==> src/rtl/board_pkg.sv <==
// Shared constants and types for the board input capture path.
package board_pkg;

    // Button indices (bit 0 of swb is button 1)
    localparam int BTN_DATA  = 0;
    localparam int BTN_CTRL  = 1;
    localparam int BTN_CARRY = 5;

    // Switch field positions for the control load
    localparam int NUM_MSB = 31;
    localparam int NUM_LSB = 24;
    localparam int OP_MSB  = 23;
    localparam int OP_LSB  = 21;

    typedef enum logic [1:0] {
        IDLE         = 2'd0,
        PRESS_WAIT   = 2'd1,
        HELD         = 2'd2,
        RELEASE_WAIT = 2'd3
    } dbnc_state_e;

endpackage

==> src/rtl/btn_debounce.sv <==
// Synchroniser, debounce counter and press detector for one push button.
//
// state        | meaning
// -------------+-----------------------------------------------------
// IDLE         | button released and accepted as released
// PRESS_WAIT   | input high, counting stable samples before accepting
// HELD         | press accepted, level high
// RELEASE_WAIT | input low, counting stable samples before release
module btn_debounce
    import board_pkg::*;
#(
    parameter int DEBOUNCE_CYCLES = 1000000,
    parameter int CNT_WIDTH       = 20
) (
    input  logic clk,
    input  logic rst_n,
    input  logic raw,
    output logic level,
    output logic pulse
);

    localparam logic [CNT_WIDTH-1:0] CNT_TC  = CNT_WIDTH'(DEBOUNCE_CYCLES);
    localparam logic [CNT_WIDTH-1:0] CNT_ONE = CNT_WIDTH'(1);

    logic [1:0]           sync_q;
    logic                 s;
    dbnc_state_e          state_q, state_d;
    logic [CNT_WIDTH-1:0] cnt_q, cnt_d;
    logic                 level_d, pulse_d;

    assign s = sync_q[1];

    // Two-flop synchroniser on the raw pin
    always_ff @(posedge clk or negedge rst_n) begin
        if (!rst_n) sync_q <= 2'b00;
        else        sync_q <= {sync_q[0], raw};
    end

    // State, counter and registered outputs
    always_ff @(posedge clk or negedge rst_n) begin
        if (!rst_n) begin
            state_q <= IDLE;
            cnt_q   <= '0;
            level   <= 1'b0;
            pulse   <= 1'b0;
        end else begin
            state_q <= state_d;
            cnt_q   <= cnt_d;
            level   <= level_d;
            pulse   <= pulse_d;
        end
    end

    // Next state; the counter saturates at the terminal count
    always_comb begin
        state_d = state_q;
        cnt_d   = cnt_q;
        level_d = level;
        pulse_d = 1'b0;
        case (state_q)
            IDLE: begin
                if (s) begin
                    cnt_d   = CNT_ONE;
                    state_d = PRESS_WAIT;
                end
            end
            PRESS_WAIT: begin
                if (!s) begin
                    state_d = IDLE;
                end else begin
                    cnt_d = (cnt_q == CNT_TC) ? cnt_q : cnt_q + CNT_ONE;
                    if (cnt_d == CNT_TC) begin
                        state_d = HELD;
                        level_d = 1'b1;
                        pulse_d = 1'b1;
                    end
                end
            end
            HELD: begin
                if (!s) begin
                    cnt_d   = CNT_ONE;
                    state_d = RELEASE_WAIT;
                end
            end
            RELEASE_WAIT: begin
                if (s) begin
                    state_d = HELD;
                end else begin
                    cnt_d = (cnt_q == CNT_TC) ? cnt_q : cnt_q + CNT_ONE;
                    if (cnt_d == CNT_TC) begin
                        state_d = IDLE;
                        level_d = 1'b0;
                    end
                end
            end
            default: state_d = IDLE;
        endcase
    end

endmodule

==> src/rtl/board_input_capture.sv <==
// Board input capture: debounced buttons and switch-loaded shift operands.
module board_input_capture
    import board_pkg::*;
#(
    parameter int SW_WIDTH        = 32,
    parameter int NUM_BTN         = 6,
    parameter int DEBOUNCE_CYCLES = 1000000,
    parameter int CNT_WIDTH       = 20
) (
    input  logic                clk,
    input  logic                rst_n,
    input  logic [SW_WIDTH-1:0] sw,
    input  logic [NUM_BTN-1:0]  swb,
    output logic [NUM_BTN-1:0]  btn_pulse,
    output logic [NUM_BTN-1:0]  btn_level,
    output logic [31:0]         shift_data,
    output logic [7:0]          shift_num,
    output logic [2:0]          shift_op,
    output logic                carry_flag,
    output logic                data_valid,
    output logic                ctrl_valid
);

    logic [SW_WIDTH-1:0] sw_meta, sw_s;

    // Switches are static during a press, so synchronise only
    always_ff @(posedge clk or negedge rst_n) begin
        if (!rst_n) begin
            sw_meta <= '0;
            sw_s    <= '0;
        end else begin
            sw_meta <= sw;
            sw_s    <= sw_meta;
        end
    end

    for (genvar i = 0; i < NUM_BTN; i++) begin : g_btn
        btn_debounce #(
            .DEBOUNCE_CYCLES (DEBOUNCE_CYCLES),
            .CNT_WIDTH       (CNT_WIDTH)
        ) u_dbnc (
            .clk   (clk),
            .rst_n (rst_n),
            .raw   (swb[i]),
            .level (btn_level[i]),
            .pulse (btn_pulse[i])
        );
    end

    // Operand loads; valid strobes are registered alongside their data
    always_ff @(posedge clk or negedge rst_n) begin
        if (!rst_n) begin
            shift_data <= '0;
            shift_num  <= '0;
            shift_op   <= '0;
            carry_flag <= 1'b0;
            data_valid <= 1'b0;
            ctrl_valid <= 1'b0;
        end else begin
            data_valid <= btn_pulse[BTN_DATA];
            ctrl_valid <= btn_pulse[BTN_CTRL];
            if (btn_pulse[BTN_DATA])  shift_data <= sw_s[31:0];
            if (btn_pulse[BTN_CTRL]) begin
                shift_num <= sw_s[NUM_MSB:NUM_LSB];
                shift_op  <= sw_s[OP_MSB:OP_LSB];
            end
            if (btn_pulse[BTN_CARRY]) carry_flag <= ~carry_flag;
        end
    end

endmodule

==> config.mk <==
export PLATFORM = sky130hd
export DESIGN_NAME = board_input_capture
export DESIGN_NICKNAME = d
export VERILOG_FILES = /design/src/rtl/board_pkg.sv /design/src/rtl/btn_debounce.sv /design/src/rtl/board_input_capture.sv
export SDC_FILE = /design/constraint.sdc
export NUM_CORES = 1
export LEC_CHECK = 0
export ABC_AREA = 1
export ABC_CLOCK_PERIOD_IN_PS = 2100
export BUFFER_PORTS_ARGS = -buffer_cell sky130_fd_sc_hd__buf_2
export CORE_MARGIN = 8
export CORE_UTILIZATION = 43
export CTS_CLUSTER_SIZE = 30
export DETAILED_ROUTE_END_ITERATION = 8
export PLACE_DENSITY = 0.59
export SYNTH_ARGS = -nofsm -noshare
export SYNTH_HDL_FRONTEND = slang
export SYNTH_HIERARCHICAL = 1
export SYNTH_SLANG_ARGS = --single-unit
export TNS_END_PERCENT = 20
==> constraint.sdc <==
create_clock -name clk -period 2.1 [get_ports clk]
set_clock_uncertainty 0.15 [all_clocks]
set_input_delay 0.21 -clock clk [delete_from_list [all_inputs] [get_ports clk]]
set_output_delay 0.21 -clock clk [all_outputs]
set_load 0.02 [all_outputs]
==> results.yml, run 1 <==
status:
  outcome: "complete, but fails checks"
  violations: "negative setup slack"
placement:
  placed_area_sq_um: 17800
  portBuffers: 97
  hpwl_mm: 32.5
  pre_cts_ws_ns: -0.436
  gp_congestion: 0.985
global_route:
  grt_pass1_vias: 14341
  grt_start_max_net_pins: 67
  antenna_found_initial: 0
  overflow: 0
  track_usage_pct: 21.6
  grt_pass1_wl_mm: 70.7
cells_and_area:
  syn_to_final_growth_pct: 39.0
  finalNetCount: 2467
  mostFrequentLayoutCells: "nand2_1 (543), buf_4 (332), dfrtp_1 (256)"
  num_antenna_cells: 0
  design_area_sq_um: 20000
  final-seq-area_sq_um: 6670
  n_fill_cell: 2971
  drive_above_1_share_pct: 29.6
  multiInputGateArea_sq_um: 7160
  final_common_cell: "nand2_1"
worst_setup_path:
  critPathSlowestCell: "dfrtp_2"
  worstPathRequired_ns: 2.40
  crit_chain: "buf_12, ha_4, nand2_1, nor2_4, nand2_2, nor2_4, xor2_2, or2_1, nor2_1, nand3_1, nand2_1, nand2_1, nand2_1, nand2_1, and2_1"
  crit_top_cell: "nand2_1"
  r2r_end: "g_btn[3].u_dbnc/state_q[0]"
  r2r_start: "g_btn[3].u_dbnc/cnt_q[0]"
  arrival_ns: 2.67
  crit_fanout: 3
  reg2reg_slack_ns: -0.27
  endpoint_kind: "register"
  path_class: "reg -> reg"
  start_kind: "register"
  ff2ff_path_depth: 15
  slowest_delay_ns: 0.44
timing:
  worst_pin_slew_ns: 0.615
  finalCriticalPeriod_ns: 2.37
  setup_slack_ns: -0.271
  hold_slack_ns: 0.134
  setup_violations: 22
  max_slew_margin_pct: 59.0
  period_share_pct: 113
  rsz0062_at_grt: "yes"
  hold_viol: 0
  finalMaxSlewViolations: 0
  clock.fmax_mhz: 422
clocking:
  cts.sinks: 266
  cts_max_path_buffers: 3
  insertion_delay_ns: 0.56
  root_buffer: "clkbuf_16"
  htreeDepth: 1
  cts_tree: "done"
  cts_inserted_buffers: 31
  clkTransAtPathRegs_ns: 0.06
floorplan:
  core_area_sq_um: 33300
  rows: 67
  dieWidth_um: 199
  die-area_sq_um: 39600
  die_h_um: 199
  start_util_pct: 43.3
  io_pins: 98
worst_hold_path:
  min_to: "g_btn[2].u_dbnc/sync_q[0]"
  hold_path_class: "in -> reg"
  hold_path_startpoint: "swb[2]"
  hold_depth: 2
routing:
  drtIter0Drc: 997
  routed_wl_mm: 43.0
  viasPerCell: 5.02
  drc_errors: 0
  ant_nets: 0
  vias: 14489
  avgRoutedWirePerCell_um: 14.9
  drtPass1Iterations: 8
power:
  powerDensity_nw_per_um2: 830
  peakVddDrop_mv: 0.684
  power.leakage_nw: 9.30
yosys:
  synth_nets: 1977
  synth.largest_area_cell: "dfrtp_1"
  synthCells: 1925
  yosysSeqAreaShare_pct: 46.2
  synth.area.top_cells: "dfrtp_1 (46%), nand2_1 (15%), nor2_1 (6.6%)"
  yosys_warnings: 6
  syn_avg_cell_area_sq_um: 7.49
  synth.distinct_cells: 36
  syn_area_sq_um: 14400
  synth_top_area_share_pct: 46.2
  ys_ff_latch: 266
run:
  drv_cap: 0
## logic make-up after synthesis
| kind of cell | count (synthesis) | share of synthesized area [%] |
|---|---|---|
| xor+xnor | 53 | 3.27 |
| buf+inv | 282 | 8.06 |
| compound gates | 168 | 6.74 |
| simple gates | 1144 | 34.7 |
| flops | 266 | 46.2 |
| fa+ha+maj | 12 | 1.04 |
## per-layer routing
metal,wire (um),GRT usage (%)
met1,20500,30.4
met2,19400,34.8
met3,2410,2.85
met4,772,5.33
met5,0,0
## power by group
group	internal, mW	switching [mW]
registers	5.50	0.436
logic	2.35	2.84
clock network	3.38	2.12
total	11.2	5.39
## worst max path at each step
| stage | end | startpoint | cells past startpoint |
|---|---|---|---|
| 3_5_place_dp | g_btn[3].u_dbnc/state_q[0] | g_btn[3].u_dbnc/cnt_q[0] | 12 |
| 5_1_grt | g_btn[2].u_dbnc/state_q[0] | g_btn[2].u_dbnc/cnt_q[1] | 17 |
| 6_report | g_btn[3].u_dbnc/state_q[0] | g_btn[3].u_dbnc/cnt_q[0] | 15 |
| 3_3_place_gp | g_btn[3].u_dbnc/state_q[0] | g_btn[3].u_dbnc/cnt_q[0] | 12 |
| 4_1_cts | g_btn[3].u_dbnc/state_q[0] | g_btn[3].u_dbnc/cnt_q[0] | 14 |
| 2_1_floorplan | g_btn[2].u_dbnc/state_q[0] | g_btn[2].u_dbnc/cnt_q[0] | 14 |
## Yosys cell counts (all sizes together)
| master | number |
|---|---|
| clkbuf | 13 |
| nor3 | 26 |
| a21oi | 12 |
| buf | 14 |
| nand3 | 115 |
| a22o | 5 |
| and2 | 8 |
| clkinv | 2 |
| xor2 | 53 |
| o21ai | 69 |
| nor4 | 6 |
| nor2 | 285 |
| o22ai | 81 |
| nand4 | 96 |
| nand2 | 598 |
| or2 | 10 |
| inv | 253 |
| dfrtp | 266 |
| ha | 12 |
| o31ai | 1 |
## stage by stage
step	utilization (%)	TNS, ns	cells	power [mW]
2_1_floorplan	-	-0.136	1925	8.21
3_3_place_gp	53.4	-4.78	2764	10.3
3_5_place_dp	53.4	-5.36	2764	10.4
4_1_cts	58.8	-2.46	2869	16.3
5_1_grt	60.2	-7.51	2885	17.6
6_report	60.2	-3.26	2885	16.6
## area by class of cell
type,instances,share of cell area (%)
well taps,448,2.80
inverters,255,4.84
clock inverters,19,1.22
repair buffers,484,18.1
flip-flops and latches,266,33.3
clock buffers,36,4.07
multi-input cells,1377,35.7
## sequential cells by signal, indices dropped and copies added, names as in the netlist, named ones only
register and cells:
shift_op 3, g_btn.u_dbnc/pulse 6, sw_s 32, carry_flag 1, g_btn.u_dbnc/level 6, g_btn.u_dbnc/state_q 6, g_btn.u_dbnc/sync_q 12, g_btn.u_dbnc/cnt_q 120
shift_num 8, data_valid 1, shift_data 32, sw_meta 32, ctrl_valid 1
## repair_timing
item / CTS / global route
pin swaps: 29 / 66
gates resized for setup: 76 / 99
hold buffers: 41 / 0
endpoints found under the hold margin: 304 / 0
setup buffers: 9 / 16
endpoints found under the setup margin: 24 / 28
## worst max-delay path, delay by kind of cell (launching register included)
| family | cells | cell delay, ns |
|---|---|---|
| XOR/XNOR | 1 | 0.17 |
| adder cells (fa/ha/maj) | 1 | 0.16 |
| buffers and inverters | 1 | 0.14 |
| flip-flops | 1 | 0.44 |
| AND/OR/NAND/NOR | 12 | 1.22 |
Power figures use the tool's default switching activity.
==> run 2, diff against run 1 <==
- CAP_MARGIN: unset -> 20
- CORE_UTILIZATION: 43 -> 35
- PLACE_DENSITY: 0.59 -> 0.5
- RECOVER_POWER: unset -> 50
==> run 2 against run 1 <==
Effect of this change: the flow still finishes with violations (negative setup slack); global-route usage shrank 3.0 points; largest power group is now clock; sequential share of layout area shrank 0.53 points; non-clock buffer count grew 12; critical path type unchanged; cell area grew 1.7%; worst hold slack gained 0.016 ns; register-to-register slack gained 0.04 ns.
==> results.yml, run 2 (same netlist as run 1, synthesis figures left out) <==
global_route:
  grt_pass1_vias: 14480
  track_usage_pct: 18.5
  antenna_found_initial: 0
  grt_pass1_wl_mm: 73.1
  grt_start_max_net_pins: 65
  overflow: 0
timing:
  finalMaxSlewViolations: 0
  setup_violations: 25
  hold_viol: 0
  setup_slack_ns: -0.226
  max_slew_margin_pct: 15.5
  clock.fmax_mhz: 430
  finalCriticalPeriod_ns: 2.33
  worst_pin_slew_ns: 1.27
  period_share_pct: 111
  rsz0062_at_grt: "yes"
status:
  violations: "negative setup slack"
  outcome: "complete, but fails checks"
cells_and_area:
  mostFrequentLayoutCells: "nand2_1 (536), buf_4 (344), dfrtp_1 (252)"
  finalNetCount: 2482
  design_area_sq_um: 20400
  final_common_cell: "nand2_1"
  final-seq-area_sq_um: 6670
  multiInputGateArea_sq_um: 7260
  largest_register_ffs: 120
  drive_above_1_share_pct: 30.5
  n_fill_cell: 3999
  regMostFlops: "g_btn.u_dbnc/cnt_q"
  syn_to_final_growth_pct: 41.3
  num_antenna_cells: 0
worst_hold_path:
  hold_path_class: "in -> reg"
floorplan:
  die_h_um: 219
  die-area_sq_um: 47900
  dieWidth_um: 219
  core_area_sq_um: 40700
  io_pins: 98
  start_util_pct: 35.4
  rows: 74
placement:
  gp_congestion: 0.926
  portBuffers: 97
  placed_area_sq_um: 17900
  hpwl_mm: 33.7
worst_setup_path:
  worstPathRequired_ns: 2.39
  crit_fanout: 5
  start_kind: "register"
  path_class: "reg -> reg"
  reg2reg_slack_ns: -0.23
  arrival_ns: 2.61
  endpoint_kind: "register"
routing:
  ant_nets: 0
  drc_errors: 0
  vias: 14412
  drtPass1Iterations: 8
  routed_wl_mm: 45.0
  viasPerCell: 4.83
  drtIter0Drc: 1066
  avgRoutedWirePerCell_um: 15.1
power:
  power.leakage_nw: 9.39
  peakVddDrop_mv: 0.655
  power_switching_mw: 5.66
  total_power_mw: 17.4
  p_sw_share_pct: 32.6
  powerDensity_nw_per_um2: 852
  sequentialPowerShare_pct: 34.2
  pwr-share-clk_pct: 34.6
  pwr-share-comb_pct: 31.2
  cell_internal_pwr_mw: 11.7
clocking:
  clkTransAtPathRegs_ns: 0.06
  cts_max_path_buffers: 3
  insertion_delay_ns: 0.54
  root_buffer: "clkbuf_16"
  cts.sinks: 266
  htreeDepth: 2
  cts_tree: "done"
  cts_inserted_buffers: 34
run:
  drv_cap: 0
==> run 2: changes by cell type in the layout (fill, tap and decap cells not counted), sizes merged, moves of 2 or more <==
| cell | previous run | this run |
|---|---|---|
| dlygate4sd3 | 41 | 39 |
| clkinvlp | 4 | 2 |
| buf | 443 | 448 |
| bufinv | 5 | 3 |
| clkinv | 10 | 5 |
| clkbuf | 36 | 57 |
==> run 2: critical path, cell delays in order, from the launching register on <==
cell and delay (ns):
dfrtp_1 0.40, buf_6 0.12, nand3_2 0.11, nor2_4 0.27, nand2_2 0.11, xor2_2 0.22
nand3_1 0.11, nor2_1 0.15, nand4_1 0.16, nand2_1 0.11, nand2_1 0.06, nand2_2 0.06
nand2_1 0.05, and2_1 0.13
==> run 2: cell type report <==
| class | instances | share of cell area [%] |
|---|---|---|
| clock buffers | 48 | 4.83 |
| multi-input cells | 1377 | 35.6 |
| repair buffers | 496 | 17.9 |
| flip-flops and latches | 266 | 32.8 |
| well taps | 532 | 3.27 |
| inverters | 255 | 4.76 |
| clock inverters | 11 | 0.884 |
==> run 2: per-stage QoR <==
stage                     util, %  setup WS [ns]  instances  setup TNS [ns]  hold slack [ns]
after floorplan                 -        -0.0348       1925          -0.136           -0.236
final                        50.0         -0.226       2985           -3.09            0.149
after global placement       44.0         -0.354       2855           -5.20          0.00566
after CTS                    48.8         -0.233       2969           -2.87          0.00721
after detailed placement     44.0         -0.340       2855           -5.52          0.00860
after global routing         50.0         -0.399       2985          -15.68            0.146
==> run 2: timing repair <==
item,4_1_cts,5_1_grt
endpoints found under the setup margin,24,27
pin swaps,35,76
gates cloned,0,0
hold buffers,39,0
setup buffers,16,16
resized for setup,78,131
hold endpoints to repair,304,0
==> run 2: metal layers <==
metal  vias to the layer above  GRT usage [%]  part of all wire [%]
met5                         -          0.728                 0.093
met4                         2           5.96                   2.3
met3                        71           2.95                   4.5
met2                       303           30.6                    47
met1                      6838           24.6                    46
li1                       7198              -                     -
==> run 2: power by group through the flow <==
stage | logic [mW] | registers, mW | clock network [mW]
finish | 5.42 | 5.93 | 6.01
global placement | 4.53 | 5.92 | 0
global route | 5.97 | 5.98 | 6.43
CTS | 5.00 | 5.87 | 6.23
detailed placement | 4.56 | 5.93 | 0
floorplan | 2.37 | 5.84 | 0
==> run 2: final timing paths <==
check                                          from                    endpoint  cells past startpoint
max                        g_btn[5].u_dbnc/cnt_q[0]  g_btn[5].u_dbnc/state_q[0]                     13
min                                          sw[15]                 sw_meta[15]                      2
max in group asynchronous                     rst_n    g_btn[2].u_dbnc/cnt_q[0]                      3
max reg2reg                g_btn[5].u_dbnc/cnt_q[0]  g_btn[5].u_dbnc/state_q[0]                     13
min reg2reg                             sw_meta[26]                    sw_s[26]                      0
min in group asynchronous                     rst_n                 shift_op[0]                      2
==> run 3, diff against run 2 <==
- ABC_CLOCK_PERIOD_IN_PS: 2100 -> 2500
- PLACE_DENSITY: 0.5 -> 0.48
- clock period: 2.1 -> 2.5 ns (I/O delays scaled with it)
==> run 3 against run 2 <==
Effect of this change: the run ends with max-capacitance violations, max-slew violations left; setup slack better by 0.32 ns; cell area decreased by 12%; non-clock buffer count down 260; flip-flop and latch count did not move; critical path depth is 4 higher; critical path type unchanged.
==> results.yml, run 3 (same netlist as run 1, synthesis figures left out) <==
clocking:
  cts_tree: "done"
  root_buffer: "clkbuf_16"
  insertion_delay_ns: 0.59
  cts.sinks: 266
  clkTransAtPathRegs_ns: 0.06
  htreeDepth: 1
  cts_max_path_buffers: 3
  cts_inserted_buffers: 31
worst_setup_path:
  slowest_delay_ns: 0.43
  worst-path-stages: 17
  crit_fanout: 4
  endpoint_kind: "register"
  worstPathRequired_ns: 2.82
  reg2reg_slack_ns: 0.09
  crit_start: "g_btn[3].u_dbnc/cnt_q[0]"
  ff2ff_path_depth: 17
  path_class: "reg -> reg"
  r2r_end: "g_btn[3].u_dbnc/state_q[0]"
  start_kind: "register"
  critPathSlowestCell: "dfrtp_1"
  path_buf_inv: 3
  crit_top_cell: "nand2_1"
  arrival_ns: 2.73
  crit_chain: "buf_6, inv_6, ha_4, inv_2, nor2_1, nand2_1, nor2_4, nand4_1, nand2_2, nand3_2, nor2_2, nand4_1, nand2_1, nand2_1, nand2_1, nand2_1, and2_1"
  r2r_start: "g_btn[3].u_dbnc/cnt_q[0]"
  cp_top_family: "simple AND/OR/NAND/NOR gates"
  critPathCapture: "g_btn[3].u_dbnc/state_q[0]"
cells_and_area:
  final_common_cell: "nand2_1"
  syn_to_final_growth_pct: 25.1
  design_area_sq_um: 18000
  drive_above_1_share_pct: 18.6
  stdcell_count: 2723
  fin_util_pct: 44.3
  multiInputGateArea_sq_um: 6920
  n_fill_cell: 4143
  final-seq-area_sq_um: 6680
  largest_register_ffs: 120
  mostFrequentLayoutCells: "nand2_1 (558), dfrtp_1 (249), inv_1 (239)"
  num_antenna_cells: 0
  finalNetCount: 2219
  regMostFlops: "g_btn.u_dbnc/cnt_q"
power:
  p_sw_share_pct: 32.5
  power.leakage_nw: 8.05
  pwr-share-clk_pct: 37.5
  cell_internal_pwr_mw: 9.10
  pwr-share-comb_pct: 25.4
  power_switching_mw: 4.39
  sequentialPowerShare_pct: 37.1
  peakVddDrop_mv: 0.550
  powerDensity_nw_per_um2: 748
placement:
  placed_area_sq_um: 16000
  portBuffers: 97
  hpwl_mm: 31.3
  pre_cts_ws_ns: -0.0888
  gp_congestion: 0.949
  dp.cells: 2599
global_route:
  grt_pass1_vias: 12992
  overflow: 0
  antenna_found_initial: 0
  grt_start_max_net_pins: 69
  grt_pass1_wl_mm: 67.4
  track_usage_pct: 17.0
floorplan:
  die_h_um: 219
  io_pins: 98
  dieWidth_um: 219
  start_util_pct: 35.4
  core_area_sq_um: 40700
  rows: 74
  die-area_sq_um: 47900
routing:
  vias: 13495
  drtIter0Drc: 1021
  routed_wl_mm: 42.3
  drc_errors: 0
  drtPass1Iterations: 5
  avgRoutedWirePerCell_um: 15.5
  ant_nets: 0
  viasPerCell: 4.96
timing:
  setup_violations: 0
  worst_pin_slew_ns: 1.79
  setup_slack_ns: 0.0901
  rsz0062_at_grt: "yes"
  clock.fmax_mhz: 415
  finalCriticalPeriod_ns: 2.41
  hold_viol: 0
  period_share_pct: 96.4
  finalMaxSlewViolations: 68
  hold_slack_ns: 0.153
  max_slew_margin_pct: -19.1
run:
  drv_cap: 1
status:
  outcome: "complete, but fails checks"
  violations: "max-capacitance violations, max-slew violations"
worst_hold_path:
  hold_path_class: "in -> reg"
  hold_depth: 2
==> run 3: worst min-delay path by stage <==
stage	start	slack, ns	end
after global routing	swb[1]	0.13	g_btn[1].u_dbnc/sync_q[0]
after global placement	rst_n	0.11	shift_data[21]
after detailed placement	rst_n	0.10	shift_data[21]
after floorplan	rst_n	-0.20	carry_flag
final	swb[1]	0.15	g_btn[1].u_dbnc/sync_q[0]
after CTS	rst_n	0.06	shift_data[21]
==> run 3: area by class of cell <==
cell class | count | share of cell area, %
Tap cell | 532 | 3.69
Timing Repair Buffer | 236 | 9.10
Multi-Input combinational cell | 1377 | 38.4
Clock buffer | 36 | 4.52
Clock inverter | 21 | 1.85
Sequential cell | 266 | 37.0
Inverter | 255 | 5.42
==> run 3: power groups by stage <==
stage               Combinational [mW]  Clock, mW  Sequential [mW]
floorplan                         1.97          0             4.90
global placement                  2.96          0             5.01
detailed placement                2.96          0             5.02
CTS                               3.03       5.27             4.94
global route                      3.81       5.43             5.05
finish                            3.43       5.06             5.01
==> run 3: timing repair <==
| action | CTS | global route |
|---|---|---|
| hold endpoints to repair | 304 | 0 |
| setup buffers | 0 | 28 |
| pin swaps | 0 | 36 |
| hold buffers | 39 | 0 |
| endpoints found under the setup margin | 5 | 22 |
| resized for setup | 5 | 106 |
==> run 3: stage by stage <==
stage	total power, mW	setup TNS, ns
floorplan	6.88	0
global placement	7.98	-0.0515
detailed placement	7.98	-0.181
CTS	13.2	-0.000515
global route	14.3	-0.197
finish	13.5	0
==> run 3: metal layers <==
layer	part of all wire (%)	track usage [%]
met5	0	0
met4	2.1	4.83
met3	5.6	2.44
met2	46	27.1
met1	47	23.8
